--- config.mk ---
export PLATFORM = sky130hd
export DESIGN_NAME = uart_rx_param
export DESIGN_NICKNAME = d
export VERILOG_FILES = /design/src/rtl/uart_rx_param.sv
export SDC_FILE = /design/constraint.sdc
export NUM_CORES = 1
export LEC_CHECK = 0
export CORE_ASPECT_RATIO = 1.2
export CORE_UTILIZATION = 25
export DETAILED_ROUTE_END_ITERATION = 6
export GPL_ROUTABILITY_DRIVEN = 0
export HOLD_SLACK_MARGIN = 0.05
export PLACE_DENSITY = 0.5
export SYNTH_ARGS = -nofsm -noshare
export SYNTH_HDL_FRONTEND = slang
export SYNTH_SLANG_ARGS = --single-unit
--- constraint.sdc ---
create_clock -name clk -period 6.5 [get_ports clk]
set_input_delay 0.975 -clock clk [delete_from_list [all_inputs] [get_ports clk]]
set_output_delay 0.975 -clock clk [all_outputs]
set_load 0.01 [all_outputs]
--- src/rtl/uart_rx_param.sv ---
// uart_rx_param: parameterised UART receiver with a synchronised line, mid-bit sampling, a one-word output register and sticky overrun.
module uart_rx_param #(
    parameter int CLK_HZ    = 100_000_000,
    parameter int BAUD      = 115_200,
    parameter int DATA_BITS = 8,
    parameter int PARITY    = 0,
    parameter int STOP_BITS = 1
) (
    input  logic                 clk,
    input  logic                 reset,
    input  logic                 serialIn,
    input  logic                 rxReady,
    input  logic                 errClear,
    output logic [DATA_BITS-1:0] rxData,
    output logic                 rxValid,
    output logic                 frameErr,
    output logic                 parityErr,
    output logic                 overrun,
    output logic                 busy
);
    localparam int CPB  = (CLK_HZ + BAUD / 2) / BAUD;
    localparam int HALF = CPB / 2;
    localparam int CW   = ($clog2(CPB) > 0) ? $clog2(CPB) : 1;
    localparam logic [CW-1:0] RELOAD  = CW'(CPB - 1);
    localparam logic [CW-1:0] HALF_LD = CW'(HALF - 1);
    localparam logic [3:0]    LAST_D  = 4'(DATA_BITS - 1);
    localparam logic [3:0]    LAST_S  = 4'(STOP_BITS - 1);
    typedef enum logic [2:0] {S_IDLE, S_START, S_DATA, S_PAR, S_STOP, S_WAIT} state_t;
    state_t               state, state_n;
    logic                 sync1, rx_s;
    logic [CW-1:0]        cnt, cnt_n;
    logic [3:0]           idx, idx_n;
    logic [DATA_BITS-1:0] shreg, shreg_n;
    logic                 ferr, ferr_n, perr, perr_n, done, done_n, tick;
    logic                 load, drop;
    assign tick = cnt == '0;
    assign busy = state != S_IDLE;
    // A finished word replaces the held one only if the slot is empty or being accepted this cycle.
    assign load = done && (!rxValid || rxReady);
    assign drop = done && rxValid && !rxReady;
    always_comb begin
        state_n = state;
        cnt_n   = tick ? cnt : cnt - CW'(1);
        idx_n   = idx;
        shreg_n = shreg;
        ferr_n  = ferr;
        perr_n  = perr;
        done_n  = 1'b0;
        case (state)
            S_IDLE: if (!rx_s) begin
                state_n = S_START;
                cnt_n   = HALF_LD;
                ferr_n  = 1'b0;
                perr_n  = 1'b0;
            end
            S_START: if (tick) begin
                state_n = rx_s ? S_IDLE : S_DATA;
                cnt_n   = rx_s ? '0 : RELOAD;
                idx_n   = '0;
            end
            S_DATA: if (tick) begin
                shreg_n = {rx_s, shreg[DATA_BITS-1:1]};
                cnt_n   = RELOAD;
                idx_n   = (idx == LAST_D) ? '0 : idx + 4'd1;
                if (idx == LAST_D) state_n = (PARITY != 0) ? S_PAR : S_STOP;
            end
            S_PAR: if (tick) begin
                perr_n  = ((^shreg) ^ rx_s) != (PARITY == 1);
                state_n = S_STOP;
                cnt_n   = RELOAD;
            end
            S_STOP: if (tick) begin
                ferr_n = ferr | !rx_s;
                idx_n  = idx + 4'd1;
                cnt_n  = RELOAD;
                if (idx == LAST_S) begin
                    done_n  = 1'b1;
                    cnt_n   = '0;
                    state_n = rx_s ? S_IDLE : S_WAIT;
                end
            end
            S_WAIT: if (rx_s) state_n = S_IDLE;
            default: state_n = S_IDLE;
        endcase
    end
    always_ff @(posedge clk) begin
        if (reset) begin
            sync1     <= 1'b1;
            rx_s      <= 1'b1;
            state     <= S_IDLE;
            cnt       <= '0;
            idx       <= '0;
            shreg     <= '0;
            ferr      <= 1'b0;
            perr      <= 1'b0;
            done      <= 1'b0;
            rxData    <= '0;
            rxValid   <= 1'b0;
            frameErr  <= 1'b0;
            parityErr <= 1'b0;
            overrun   <= 1'b0;
        end else begin
            sync1 <= serialIn;
            rx_s  <= sync1;
            state <= state_n;
            cnt   <= cnt_n;
            idx   <= idx_n;
            shreg <= shreg_n;
            ferr  <= ferr_n;
            perr  <= perr_n;
            done  <= done_n;
            if (load) begin
                rxData    <= shreg;
                frameErr  <= ferr;
                parityErr <= perr;
                rxValid   <= 1'b1;
            end else if (rxValid && rxReady) begin
                rxValid <= 1'b0;
            end
            if (drop) overrun <= 1'b1;
            else if (errClear) overrun <= 1'b0;
        end
    end
endmodule

==> impl_metrics.tcl <==
set metrics [dict create \
    outcome "finished, final reports clean" \
    register_area_um2 841 \
    wl_per_cell_um 12.9 \
    crit_fanout 19 \
    io_pins 18 \
    leakage_nw 0.919 \
    cts-root-buf "clkbuf_8" \
    synth_area_um2 2180 \
    vias 1771 \
    grt-ovfl-total 0 \
    grt_max_degree 40 \
    syn_inst 252 \
    cp_slowest_stage_delay_ns 0.73 \
    synth_top_flop_cell "dfxtp_1" \
    insertion_delay_ns 0.30 \
    drive_gt1_frac 0.0913 \
    ctsHtreeMaxLevel 2 \
    path_buf_inv 1 \
    yosysWarnings 0 \
    crit_chain "or3_1 > clkdlybuf4s50_1" \
    cp.required_ns 5.52 \
    drtIter0Drc 98 \
    initial_core_util 0.263 \
    skew_ns 0.00856 \
    num_antenna_cells 0 \
    fin_nets 272 \
    clock-sinks 42 \
    grt_setup_unrepaired "no" \
    drc 0 \
    syn_avg_cell_area_um2 8.65 \
    tightestPinTransition_ns 0.674 \
    fin_cells 377 \
    finalWirelength_um 4860 \
    placementRows 36 \
    drv_slew 0 \
    synthToLayoutAreaGrowth_pct 14.4 \
    cts_tree "done" \
    finalHoldViolCount 0 \
    ant_nets 0 \
    die_h_um 104 \
    period_share 0.465 \
    avgViaCountPerCell 4.70 \
    fmax_mhz 331 \
    hold_path.class "reg2reg" \
    postCtsHoldBufs 0 \
    async_flop_share 0 \
    ys_types 53 \
    ys_seq_elements 42 \
    multi_input_area_um2 1210 \
    cts_buffers 5 \
    grt_antenna_before_repair 0 \
    dp_cells 369 \
    finalSetupTns_ns 0 \
    cts_resized 0 \
    core-area_um2 8290 \
    p_per_area_nw_per_um2 319 \
    synth-seq-area-share 0.386 \
    grt_pass1_wl_um 8300 \
    die_w_um 87.2 \
    setup_viol 0 \
    cts_setup_buffers 0 \
    critical_path_class "reg2out" \
    period_minus_slack_ns 3.02 \
    port_buffers 17 \
    critPathTopFamily "flip-flops" \
    worst_setup_path_start_kind "flop" \
    worstSetupEndpointType "primary output" \
    dieArea_um2 9100 \
    dr.pass1.iters 4 \
    slowest_stage "dfxtp_1" \
    grt_pass1_vias 1713 \
    peakVddDrop_mv 0.101 \
    grt_usage 0.115 \
    dp_hpwl_um 3370 \
    synth-edff-count 0 \
    fillCellCount 899 \
    arrival_ns 2.05 \
    cap_violations 0 \
    synth_nets 262 \
    clkTransAtPathRegs_ns 0.08 \
    clockBufferDepth 2 \
    maxSlewHeadroom 0.546 \
]
[sequential cells by signal (all words and copies together), names as in the netlist]
register,count
cnt,10
done,1
ferr,1
frameErr,1
idx,4
overrun,1
parityErr,1
perr,1
rxData,8
rxValid,1
rx_s,1
shreg,8
state,3
sync1,1
[cell usage after synthesis, types with 2 or more instances]
library cell / count / area, um^2
o41ai_1: 3 / 26.3
nor2b_1: 7 / 43.8
dfxtp_1: 42 / 841
or3_1: 4 / 25.0
nor4_1: 6 / 37.5
nand2b_1: 2 / 12.5
o211ai_1: 3 / 22.5
nand3b_1: 2 / 15.0
o21ai_0: 9 / 45.0
or3b_2: 4 / 35.0
nand3_1: 3 / 15.0
xor2_1: 2 / 17.5
nor3_1: 8 / 40.0
buf_6: 4 / 45.0
or3_2: 2 / 15.0
mux2i_1: 12 / 120
nor4b_1: 2 / 17.5
nand2_1: 27 / 101
a311oi_1: 2 / 17.5
clkbuf_1: 8 / 30.0
a21oi_1: 24 / 120
xnor2_1: 9 / 78.8
o21a_1: 2 / 15.0
ha_1: 5 / 62.6
or4_1: 2 / 15.0
or2_2: 3 / 18.8
nor2_1: 21 / 78.8
a21o_1: 3 / 22.5
inv_1: 7 / 26.3
[routing by layer]
layer / up-vias / GRT usage / share of wire
met5: - / 0 / 0
met4: 0 / 0.0550 / 0.020
met3: 10 / 0.0262 / 0.027
met2: 19 / 0.185 / 0.47
met1: 823 / 0.144 / 0.48
li1: 919 / - / -
[power breakdown]
group | total [mW] | switching, mW | internal [mW]
Combinational | 0.293 | 0.167 | 0.126
Sequential | 0.327 | 0.0430 | 0.284
Clock | 0.175 | 0.0992 | 0.0756
[cell type report]
cell class                 instances  share of cell area
multi-input combinational        187               0.486
sequential                        42               0.337
timing repair buffer              18              0.0712
tap                              114              0.0572
clock buffer                       5              0.0276
inverter                           8              0.0120
clock inverter                     3             0.00853
[path summary, 6_finish.rpt]
kind / from / slack, ns / cells after the start / end
hold / removal: sync1$_SDFF_PP1_ / 0.43 / 1 / rx_s$_SDFF_PP1_
hold reg to reg: sync1$_SDFF_PP1_ / 0.43 / 1 / rx_s$_SDFF_PP1_
setup reg to reg: cnt[0]$_SDFF_PP0_ / 3.80 / 10 / cnt[0]$_SDFF_PP0_
setup / recovery: state[0]$_SDFFE_PP0P_ / 3.48 / 2 / busy
[metrics by stage]
stage | setup slack (ns) | utilization | area [um^2] | hold slack, ns | total power, mW
final | 3.48 | 0.301 | 2490 | 0.433 | 0.794
after floorplan | 4.00 | - | 2180 | 0.389 | 0.572
after global routing | 3.35 | 0.301 | 2490 | 0.466 | 0.854
after detailed placement | 3.79 | 0.290 | 2400 | 0.416 | 0.624
after CTS | 3.46 | 0.301 | 2490 | 0.433 | 0.803
after global placement | 3.79 | 0.290 | 2400 | 0.410 | 0.623
[placed cells by master (no fill, tap or decap), drive strengths merged, types with 3 or more instances in the layout]
cell and n:
a21o 3, nor2b 7, inv 8, or3 6, nand3 3, o21ai 9, xnor2 9, nand2 27
or2 3, clkdlybuf4s50 17, a21oi 24, nor3 10, o41ai 3, mux2i 12, ha 5, o211ai 4
nor4 6, nor2 21, or3b 4, dfxtp 42, clkbuf 5, or4 3
[cell families after synthesis]
group	synth area share
adders and majority gates	0.0287
buffers and inverters	0.0580
muxes	0.0551
DFF	0.386
and+or+nand+nor	0.249
xor gates and xnor gates	0.0442
AOI/OAI and AO/OA	0.180
Power figures use the tool's default switching activity.
